--- config.mk ---
export PLATFORM = sky130hd
export DESIGN_NAME = reg_mask_encoder
export DESIGN_NICKNAME = d
export VERILOG_FILES = /design/src/rtl/reg_mask_encoder.sv
export SDC_FILE = /design/constraint.sdc
export NUM_CORES = 1
export LEC_CHECK = 0
export ABC_AREA = 1
export CAP_MARGIN = 20
export CORE_MARGIN = 5
export CORE_UTILIZATION = 35
export CTS_CLUSTER_DIAMETER = 50
export DETAILED_ROUTE_END_ITERATION = 8
export GPL_TIMING_DRIVEN = 0
export PLACE_DENSITY = 0.69
export RECOVER_POWER = 100
export SYNTH_ARGS = -nofsm -noshare
export SYNTH_HDL_FRONTEND = slang
export SYNTH_SLANG_ARGS = --single-unit
export TNS_END_PERCENT = 100
--- constraint.sdc ---
create_clock -name clock -period 3 [get_ports clock]
set_clock_uncertainty 0.2 [all_clocks]
set_input_delay 0.75 -clock clock [delete_from_list [all_inputs] [get_ports clock]]
set_output_delay 0.75 -clock clock [all_outputs]
set_load 0.005 [all_outputs]
--- src/rtl/reg_mask_encoder.sv ---
// ============================================================================
// reg_mask_encoder
// ----------------------------------------------------------------------------
// Sequential register-mask encoder. This block is the inverse of the 3-to-8
// register-select decoder. It takes an N-bit register mask with one bit per
// register. It then hands out the index of every set bit, one per handshake,
// in priority order. The multicycle control uses it to drive the decoder's W
// input during save/restore and register-dump sequences.
//
// Parameters
//    N          mask width, which is the number of registers
//    W          index width; must equal $clog2(N)
//    LSB_FIRST  1: lowest set bit is emitted first, 0: highest set bit first
//
// Ports
//    clock   in   1     rising-edge clock
//    reset   in   1     asynchronous, active-high reset
//    start   in   1     begin an operation; only looked at while idle
//    mask    in   N     register mask, captured on the accepted start
//    ready   in   1     consumer takes idx this cycle when valid is high
//    idx     out  W     index of the highest-priority pending register
//    valid   out  1     idx is meaningful
//    busy    out  1     high while emitting and during the done cycle
//    done    out  1     one-cycle pulse at the end of an operation
//    count   out  W+1   indices accepted in the current/last operation
//
// Every output comes straight from a flop. The next values of the outputs
// are computed from the next state. As a result, start/mask/ready never
// reach an output in the same cycle.
// ============================================================================
module reg_mask_encoder #(
   parameter int N         = 8,
   parameter int W         = 3,
   parameter bit LSB_FIRST = 1'b1
) (
   input  logic         clock,
   input  logic         reset,
   input  logic         start,
   input  logic [N-1:0] mask,
   input  logic         ready,
   output logic [W-1:0] idx,
   output logic         valid,
   output logic         busy,
   output logic         done,
   output logic [W:0]   count
);

   typedef enum logic [1:0] {
      IDLE = 2'd0,
      EMIT = 2'd1,
      DONE = 2'd2
   } EncoderState;

   localparam logic [W:0] CountOne = {{W{1'b0}}, 1'b1};

   EncoderState  state;
   EncoderState  stateNext;
   logic [N-1:0] pending;
   logic [N-1:0] pendingNext;
   logic [N-1:0] headBit;
   logic [W-1:0] headIdx;
   logic [W:0]   countNext;
   logic [W-1:0] idxNext;
   logic         validNext;
   logic         busyNext;
   logic         doneNext;

   // Priority encoder over the pending set. The loop runs away from the
   // winning end, so the last assignment is always the highest-priority
   // set bit. An empty set encodes to zero, and callers only use the result
   // when the set is non-empty.
   function automatic logic [W-1:0] encodeIndex(input logic [N-1:0] bits);
      logic [W-1:0] result;
      result = '0;
      if (LSB_FIRST) begin
         for (int i = N - 1; i >= 0; i--) begin
            if (bits[i]) begin
               result = W'(i);
            end
         end
      end else begin
         for (int i = 0; i < N; i++) begin
            if (bits[i]) begin
               result = W'(i);
            end
         end
      end
      return result;
   endfunction

   // Identify the register currently at the head of the queue, and build a
   // one-hot mask that retires it once the consumer accepts it.
   always_comb begin
      headIdx          = encodeIndex(pending);
      headBit          = '0;
      headBit[headIdx] = 1'b1;
   end

   // Next-state logic for the controller.
   // A start is honoured only from IDLE, so a start held high just retriggers
   // after the done cycle. While emitting, a transfer (pending non-empty and
   // ready high) retires the head bit and bumps the count. The controller
   // leaves for DONE on the same edge that clears the last bit. This keeps
   // back-to-back indices bubble-free and also makes an empty mask spend
   // exactly one cycle in EMIT.
   always_comb begin
      stateNext   = state;
      pendingNext = pending;
      countNext   = count;
      unique case (state)
         IDLE: begin
            if (start) begin
               pendingNext = mask;
               countNext   = '0;
               stateNext   = EMIT;
            end
         end
         EMIT: begin
            if (pending == '0) begin
               stateNext = DONE;
            end else if (ready) begin
               pendingNext = pending & ~headBit;
               countNext   = count + CountOne;
               if ((pending & ~headBit) == '0) begin
                  stateNext = DONE;
               end
            end
         end
         DONE: begin
            stateNext = IDLE;
         end
         default: begin
            stateNext   = IDLE;
            pendingNext = '0;
         end
      endcase
   end

   // Output values for the coming cycle are derived from the coming state.
   // This lets the registered outputs line up with the state they describe.
   // idx is driven to zero whenever it is not valid, so a consumer never sees
   // a stale index.
   always_comb begin
      validNext = (stateNext == EMIT) && (pendingNext != '0);
      idxNext   = validNext ? encodeIndex(pendingNext) : '0;
      busyNext  = (stateNext != IDLE);
      doneNext  = (stateNext == DONE);
   end

   // The single state register for the controller and all of its outputs.
   // Reset clears everything at once. An operation cut off by reset simply
   // disappears and never produces a done pulse.
   always_ff @(posedge clock or posedge reset) begin
      if (reset) begin
         state   <= IDLE;
         pending <= '0;
         count   <= '0;
         idx     <= '0;
         valid   <= 1'b0;
         busy    <= 1'b0;
         done    <= 1'b0;
      end else begin
         state   <= stateNext;
         pending <= pendingNext;
         count   <= countNext;
         idx     <= idxNext;
         valid   <= validNext;
         busy    <= busyNext;
         done    <= doneNext;
      end
   end

endmodule

Yosys cells after proc, flatten, opt, wreduce, memory -nomap -nowiden
Index checks and enable logic that the tools add are counted.
{"block": "word_totals", "regBits": 20, "inputBits": 12, "out_inout_bits": 10, "elab_cells": 60}
{"block": "classes", "addsub": 1, "order_cmp": 2, "n_eq_ne": 7, "n_mux": 32, "n_bitwise": 2, "n_reduce_logical": 9}
{"cell": "$mux 3", "count": 17}
{"cell": "$mux 8", "count": 3}
{"cell": "$pmux 8 s3", "count": 1}
{"cell": "$logic_not 8->1", "count": 2}
{"cell": "$mux 4", "count": 3}
{"cell": "$and 8x8->8", "count": 1}
{"cell": "$mux 2", "count": 4}
{"cell": "$not 8->8", "count": 1}
{"cell": "$pmux 4 s2", "count": 1}
{"cell": "$reduce_bool 8->1", "count": 1}
{"cell": "$ne 2x2->1 const B", "count": 3}
{"cell": "$add 4x1->4 const B", "count": 1}
{"cell": "$eq 2x1->1 const B", "count": 2}
{"cell": "$eq 2x2->1 const B", "count": 2}
{"cell": "$lt 3x4->1 const B", "count": 1}
{"cell": "$pmux 2 s2", "count": 1}
{"cell": "$reduce_and 4->1", "count": 1}
{"cell": "$reduce_bool 2->1", "count": 2}
{"cell": "$demux 1 s3", "count": 1}
{"cell": "$ge 3x1->1 const B", "count": 1}
{"cell": "$logic_and 1x1->1", "count": 2}
{"cell": "$logic_not 2->1", "count": 1}
{"cell": "$mux 1", "count": 1}

Logic depth before layout (Yosys ltp)
Gate-level depths: netlist of run 1.
{"block": "depth", "depth_word": 26, "mapped_depth": 18}

Least setup slack after synthesis of run 1
Ideal clock, no wire load.
{"block": "synth_path", "path_type": "input -> register", "start": "input start", "end": "register idx[1]", "arrival_time_ns": 1.750, "slack_ns": 0.929, "path_stages": 13, "cell_sequence": "inv_2 o21ai_2 nand2_4 a21oi_1 o21ai_1 nand2_1 inv_2 nor2_4 inv_2 nor2_1 nand2_2 nand2_2 nor3_1"}
{"block": "synth_between", "word_cells_on_any_way": 16, "cone_classes": "eq/ne: 1; mux: 13; reduce/logical: 2"}
{"element": "start: declaration", "line": "38", "rtl": "input logic start,"}
{"element": "$mux 8 (*)", "line": "112", "rtl": "if (start) begin"}
{"element": "$pmux 8 s3 (*)", "line": "110", "rtl": "unique case (state)"}
{"element": "via pendingNext[4]", "line": "59", "rtl": "logic [N-1:0] pendingNext;"}
{"element": "$mux 3 (5 in a row)", "line": "77", "rtl": "if (bits[i]) begin"}
{"element": "$mux 3 (*)", "line": "145", "rtl": "idxNext = validNext ? encodeIndex(pendingNext) : '0;"}
{"element": "via idxNext[1]", "line": "63", "rtl": "logic [W-1:0] idxNext;"}
{"element": "end signal: assignment", "line": "166", "rtl": "idx <= idxNext;"}
{"element": "end: declaration", "line": "41", "rtl": "output logic [W-1:0] idx,"}
Mark *: on every way through the listed nets, which the timed path passes. The rest lies on a longest branch.
A chain may end at the register's enable or synchronous reset.

Worst setup path in the final report of run 1
{"block": "layout_path", "start": "input start", "end": "register idx[2]"}
{"block": "layout_between", "elab_chain_cells": 11, "word_cells_on_any_way": 16, "cone_classes": "eq/ne: 1; mux: 13; reduce/logical: 2"}
{"element": "$mux 8", "line": "112"}
{"element": "$pmux 8 s3", "line": "110"}
{"element": "$mux 3 (8 in a row)", "line": "77"}
{"element": "$mux 3 (*)", "line": "145"}
{"element": "via idxNext[2]", "line": "63"}
Marks and branches as above.

==> flow_summary.json, run 1 <==
{
  "hold_class": "flip-flop to flip-flop",
  "grt_pass1_wl_um": 4209,
  "endpoint_kind": "flip-flop",
  "ys_ff_latch": 20,
  "yosysSeqAreaShare_pct": 42.06,
  "crit_top_cell": "nand2_1",
  "drive_gt1_share_pct": 18.64,
  "syn_area_per_cell_um2": 7.828,
  "min_period_ns": 2.628,
  "power_leakage_nw": 0.7531,
  "routedWlPerCell_um": 10.98,
  "gr-total-overflow": 0,
  "cts_setup_buffers": 0,
  "initial_core_util_pct": 35.94,
  "synth_edf_count": 0,
  "worst-setup-path-type": "input port to flip-flop",
  "fin_crit_sh_pct": 87.60,
  "cellPowerDensity_nw_per_um2": 1119,
  "grt_pass1_vias": 996,
  "finalSetupTns_ns": 0,
  "clk_pin_slew_worst_paths_ns": 0.11,
  "drtIter0Drc": 42,
  "dp_hpwl_um": 1978,
  "cts_buffers": 3,
  "synth_ff_type": "dfrtp_1",
  "final_cell_mix": "40 x nand2_1, 20 x dfrtp_1, 16 x inv_1",
  "routed-via-count": 1008,
  "swShare_pct": 48.83,
  "first_pass_iters": 4,
  "n_antenna_cell": 0,
  "area_growth_pct": 22.71,
  "crit_start": "start",
  "ioPinCount": 22,
  "post_cts_resized": 0,
  "async_flop_share_pct": 100.0,
  "drc_errors": 0,
  "numPortBuffers": 21,
  "antenna_found_initial": 0,
  "clkPwrFrac_pct": 9.5,
  "slew_violations": 0,
  "cts_sinks": 20,
  "critical_path_required_ns": 3.00,
  "placementRows": 21,
  "core_area_um2": 3311,
  "yosys_warnings": 0,
  "arrival_ns": 2.62,
  "status": "finished, final reports clean",
  "die_w_um": 68.31,
  "max-slew-margin-rel_pct": 51.03,
  "synth_cell_types": 25,
  "fin_total_pwr_mw": 1.634,
  "comb_power_share_pct": 59.7,
  "gp_congestion": 0.8832,
  "syn_nets": 165,
  "final_common_cell": "nand2_1",
  "finalHoldViolCount": 0,
  "wl_um": 2449,
  "worst_hold_startpoint": "count[3]",
  "timing.hold.ws_ns": 0.2598,
  "maxCapViolations": 0,
  "seq_power_share_pct": 30.8,
  "track_usage_pct": 12.07,
  "cts-htree-levels": 1,
  "cp_max_fo": 5,
  "ir_worst_vdd_uv": 500.3,
  "path_cells": "dlygate4sd3_1 -> clkinv_1 -> o21ai_2 -> nand2_4 -> a21boi_0 -> nand2_1 -> nor2_1 -> nand2_2 -> nand2_1 -> nor3_1",
  "ant_nets": 0,
  "dieArea_um2": 4666,
  "worstReg2RegStart": "pending[3]",
  "worstSetupStartpointType": "input port",
  "critPathMaxStageDelay_ns": 0.56,
  "tightestPinTransition_ns": 0.7338,
  "nets": 191,
  "rsz0062_at_grt": "no",
  "r2r_slack_ns": 0.84,
  "cts.hold.buffers_added": 0,
  "syn-instance-count": 152,
  "die_h_um": 68.31,
  "cts_max_path_buffers": 2,
  "vias_per_cell": 4.520,
  "power.switching_uw": 797.8,
  "grt_max_degree": 21,
  "fmax_mhz": 380.5,
  "slowest_stage": "dlygate4sd3_1",
  "cts_tree": "yes",
  "p_int_uw": 836.2,
  "setup-violations-final": 0,
  "synth_area_um2": 1190,
  "cts_root_buf": "clkbuf_4",
  "clock_latency_ns": 0.29
}
## cell families (layout without fill, tap and decap cells)
logic type,after synthesis,count (layout),share of synthesized area [%]
compound gates,24,24,14.20
fa+ha+maj,1,1,1.051
buf+inv,25,50,8.097
flops,20,20,42.06
simple gates,82,82,34.59
## sequential cells by signal (all words and copies together), names as in the netlist
signal	flops
idx	3
busy	1
pending	8
done	1
count	4
state	2
valid	1
## path summary, 6_finish.rpt
| kind | endpoint | cells past startpoint |
|---|---|---|
| max | idx[2] | 10 |
| min | count[3] | 1 |
| max reg2reg | idx[2] | 12 |
| min reg2reg | count[3] | 1 |
| max in group asynchronous | pending[5] | 2 |
| min in group asynchronous | pending[1] | 2 |
## cells in the mapped netlist, types with 2 or more instances
master / instances / area, µm²
nand2_4: 3 / 33.78
dfrtp_1: 20 / 500.5
inv_1: 16 / 60.06
a22oi_1: 2 / 15.01
nor2_1: 13 / 48.80
nand2_1: 37 / 138.9
o21ai_0: 5 / 25.02
a21oi_1: 5 / 25.02
o21ai_1: 5 / 25.02
nand2_2: 12 / 75.07
nor3_1: 3 / 15.01
nand4_1: 2 / 12.51
nor2_2: 4 / 25.02
inv_2: 8 / 30.03
nand3_1: 5 / 25.02
a22oi_2: 3 / 37.54
## final cells by class
cell class              count  area [µm²]
flip-flops and latches     20       500.5
repair buffers             21       210.2
clock buffers               4       36.28
well taps                  46       57.56
inverters                  25       96.34
fillers                   355        1851
multi-input cells         107       559.3
## layer usage
metal | wire length, µm | global-route usage [%]
met5 | 0 | 0
met4 | 68 | 7.444
met3 | 99 | 1.314
met2 | 1106 | 18.53
met1 | 1174 | 16.13
## critical path: cells and delay by family
family	cells	cell delay, ns
buffers and inverters	2	0.64
and+or+nand+nor	6	0.63
AOI/OAI and AO/OA	2	0.60
## power by group through the flow
stage	Sequential (mW)	Clock (mW)	Combinational, mW
finish	0.504	0.155	0.975
global route	0.521	0.169	1.12
CTS	0.508	0.158	1.07
detailed placement	0.515	0	1.06
global placement	0.511	0	1.06
floorplan	0.495	0	0.796
## per-stage QoR
stage	instance area (µm²)	utilization [%]	setup WS [ns]	std cells
finish	1460	44.10	0.3719	223
global route	1460	44.10	0.1604	223
CTS	1494	45.12	0.4507	223
detailed placement	1458	44.03	0.1293	219
global placement	1458	44.03	0.1251	219
floorplan	1190	-	0.9291	152
(Power assumes the default switching activity.)
==> inputs of run 2 (changes only) <==
--- a/config.mk
+++ b/config.mk
@@ -14,6 +14,7 @@
 export GPL_TIMING_DRIVEN = 0
 export PLACE_DENSITY = 0.69
 export RECOVER_POWER = 100
+export SKIP_LAST_GASP = 1
 export SYNTH_ARGS = -nofsm -noshare
 export SYNTH_HDL_FRONTEND = slang
 export SYNTH_SLANG_ARGS = --single-unit
==> results of run 2 <==
Same layout as run 1: the final DEF is identical, and so are final timing and power.
==> inputs of run 3 (changes only) <==
--- a/config.mk
+++ b/config.mk
@@ -9,13 +9,11 @@
 export CAP_MARGIN = 20
 export CORE_MARGIN = 5
 export CORE_UTILIZATION = 35
-export CTS_CLUSTER_DIAMETER = 50
 export DETAILED_ROUTE_END_ITERATION = 8
 export GPL_TIMING_DRIVEN = 0
-export PLACE_DENSITY = 0.69
+export PLACE_DENSITY = 0.64
 export RECOVER_POWER = 100
 export SKIP_LAST_GASP = 1
 export SYNTH_ARGS = -nofsm -noshare
 export SYNTH_HDL_FRONTEND = slang
 export SYNTH_SLANG_ARGS = --single-unit
-export TNS_END_PERCENT = 100
==> run 3 against run 2 <==
Final cell count is the same. Sequential power about the same. First-iteration DRC count grew 110%. Via count up 0.79%. Critical path depth unchanged. Register-to-register slack better by 0.02 ns. Worst hold slack gained 0.0060 ns. Total power increased by 0.54%. Core utilization shrank 0.076 points. Combinational power is 0.6% higher. Critical path type unchanged.
==> flow_summary.json, run 3 (same netlist as run 1, synthesis figures left out) <==
{
  "seq_area_um2": 500.5,
  "endpoint_kind": "flip-flop",
  "crit_top_cell": "nand2_1",
  "n_antenna_cell": 0,
  "gr-total-overflow": 0,
  "core_area_um2": 3311,
  "gp_congestion": 0.8850,
  "slew_violations": 0,
  "slowest_stage": "dlygate4sd3_1",
  "fillers": 375,
  "cellPowerDensity_nw_per_um2": 1127,
  "fin_total_pwr_mw": 1.643,
  "fmax_mhz": 388.8,
  "top_register": "pending",
  "finalHoldViolCount": 0,
  "vias_per_cell": 4.556,
  "dp_hpwl_um": 2079,
  "critical_path_required_ns": 3.00,
  "routed-via-count": 1016,
  "routedWlPerCell_um": 11.35,
  "placementRows": 21,
  "multiInputGateArea_um2": 556.8,
  "worstSetupStartpointType": "input port",
  "cts.hold.buffers_added": 0,
  "cts_setup_buffers": 0,
  "status": "finished, final reports clean",
  "ant_nets": 0,
  "drive_gt1_share_pct": 19.77,
  "nets": 191,
  "tightestPinTransition_ns": 0.7566,
  "hold_depth": 1,
  "cts_root_buf": "clkbuf_4",
  "cts-htree-levels": 1,
  "numPortBuffers": 21,
  "clock_latency_ns": 0.30,
  "cp_max_fo": 5,
  "wl_um": 2531,
  "first_pass_iters": 4,
  "placed_area_um2": 1458,
  "dp_cells": 219,
  "initial_core_util_pct": 35.94,
  "min_period_ns": 2.572,
  "grt_pass1_vias": 992,
  "hold_class": "flip-flop to flip-flop",
  "power_leakage_nw": 0.7541,
  "worst-setup-path-type": "input port to flip-flop",
  "dieArea_um2": 4666,
  "ioPinCount": 22,
  "drc_errors": 0,
  "final_cell_mix": "39 x nand2_1, 20 x dfrtp_1, 16 x inv_1",
  "final_core_util_pct": 44.03,
  "track_usage_pct": 12.60,
  "fin_cells": 223,
  "drtIter0Drc": 89,
  "die_h_um": 68.31,
  "rsz0062_at_grt": "no",
  "max-slew-margin-rel_pct": 49.51,
  "area_growth_pct": 22.50,
  "post_cts_resized": 0,
  "r2r_cells": 12,
  "arrival_ns": 2.57,
  "maxCapViolations": 0,
  "finalInstanceArea_um2": 1458,
  "cts_max_path_buffers": 2,
  "finalSetupTns_ns": 0,
  "clk_pin_slew_worst_paths_ns": 0.12,
  "final_common_cell": "nand2_1",
  "grt_max_degree": 21,
  "setup-violations-final": 0,
  "ir_worst_vdd_uv": 492.5,
  "cts_sinks": 20,
  "path_cells": "dlygate4sd3_1 -> inv_2 -> o21ai_2 -> nand2_1 -> a21boi_0 -> nand2_1 -> nor2_1 -> nand2_2 -> nand3_1 -> a21oi_1",
  "largestRegisters": "pending (8), count (4), idx (3)",
  "cts_tree": "yes",
  "grt_pass1_wl_um": 4429,
  "cts_buffers": 3,
  "critPathMaxStageDelay_ns": 0.57,
  "die_w_um": 68.31,
  "largest_register_ffs": 8,
  "fin_crit_sh_pct": 85.74,
  "antenna_found_initial": 0
}
-- run 3: critical path: cells and delay by family --
family	cells	cell delay, ns
AO/OA/AOI/OAI	3	0.57
buffers and inverters	2	0.61
AND/OR/NAND/NOR	5	0.63
-- run 3: power by group --
part           internal (mW)  switching, mW
Sequential             0.387          0.117
Combinational          0.375          0.606
Clock                 0.0740         0.0834
-- run 3: worst paths after layout --
kind | to | start | slack, ns
min in group asynchronous | state[0] | reset | 0.80
max in group asynchronous | pending[2] | reset | 1.32
hold reg to reg | count[3] | count[3] | 0.27
setup reg to reg | idx[0] | pending[0] | 0.86
hold / removal | count[3] | count[3] | 0.27
setup / recovery | idx[0] | start | 0.43
-- run 3: area by class of cell --
cell class / count / area share [%]
Tap cell: 46 / 3.948
Clock buffer: 4 / 2.489
Timing Repair Buffer: 21 / 14.42
Inverter: 25 / 6.609
Sequential cell: 20 / 34.33
Multi-Input combinational cell: 107 / 38.20
-- run 3: per-layer routing --
layer  vias up  share of wire (%)  track usage (%)
li1        532                  -                -
met2        16                 48            20.94
met5         -                  0                0
met1       464                 47            16.67
met4         0                1.7            5.211
met3         4                2.5            1.149
-- run 3: per-stage QoR --
stage                     hold WS (ns)  setup WS (ns)
after global placement          0.2450         0.1857
final                           0.2658         0.4278
after global routing            0.2946         0.2237
after floorplan                 0.2566         0.9291
after CTS                       0.2691         0.5174
after detailed placement        0.2539         0.1741
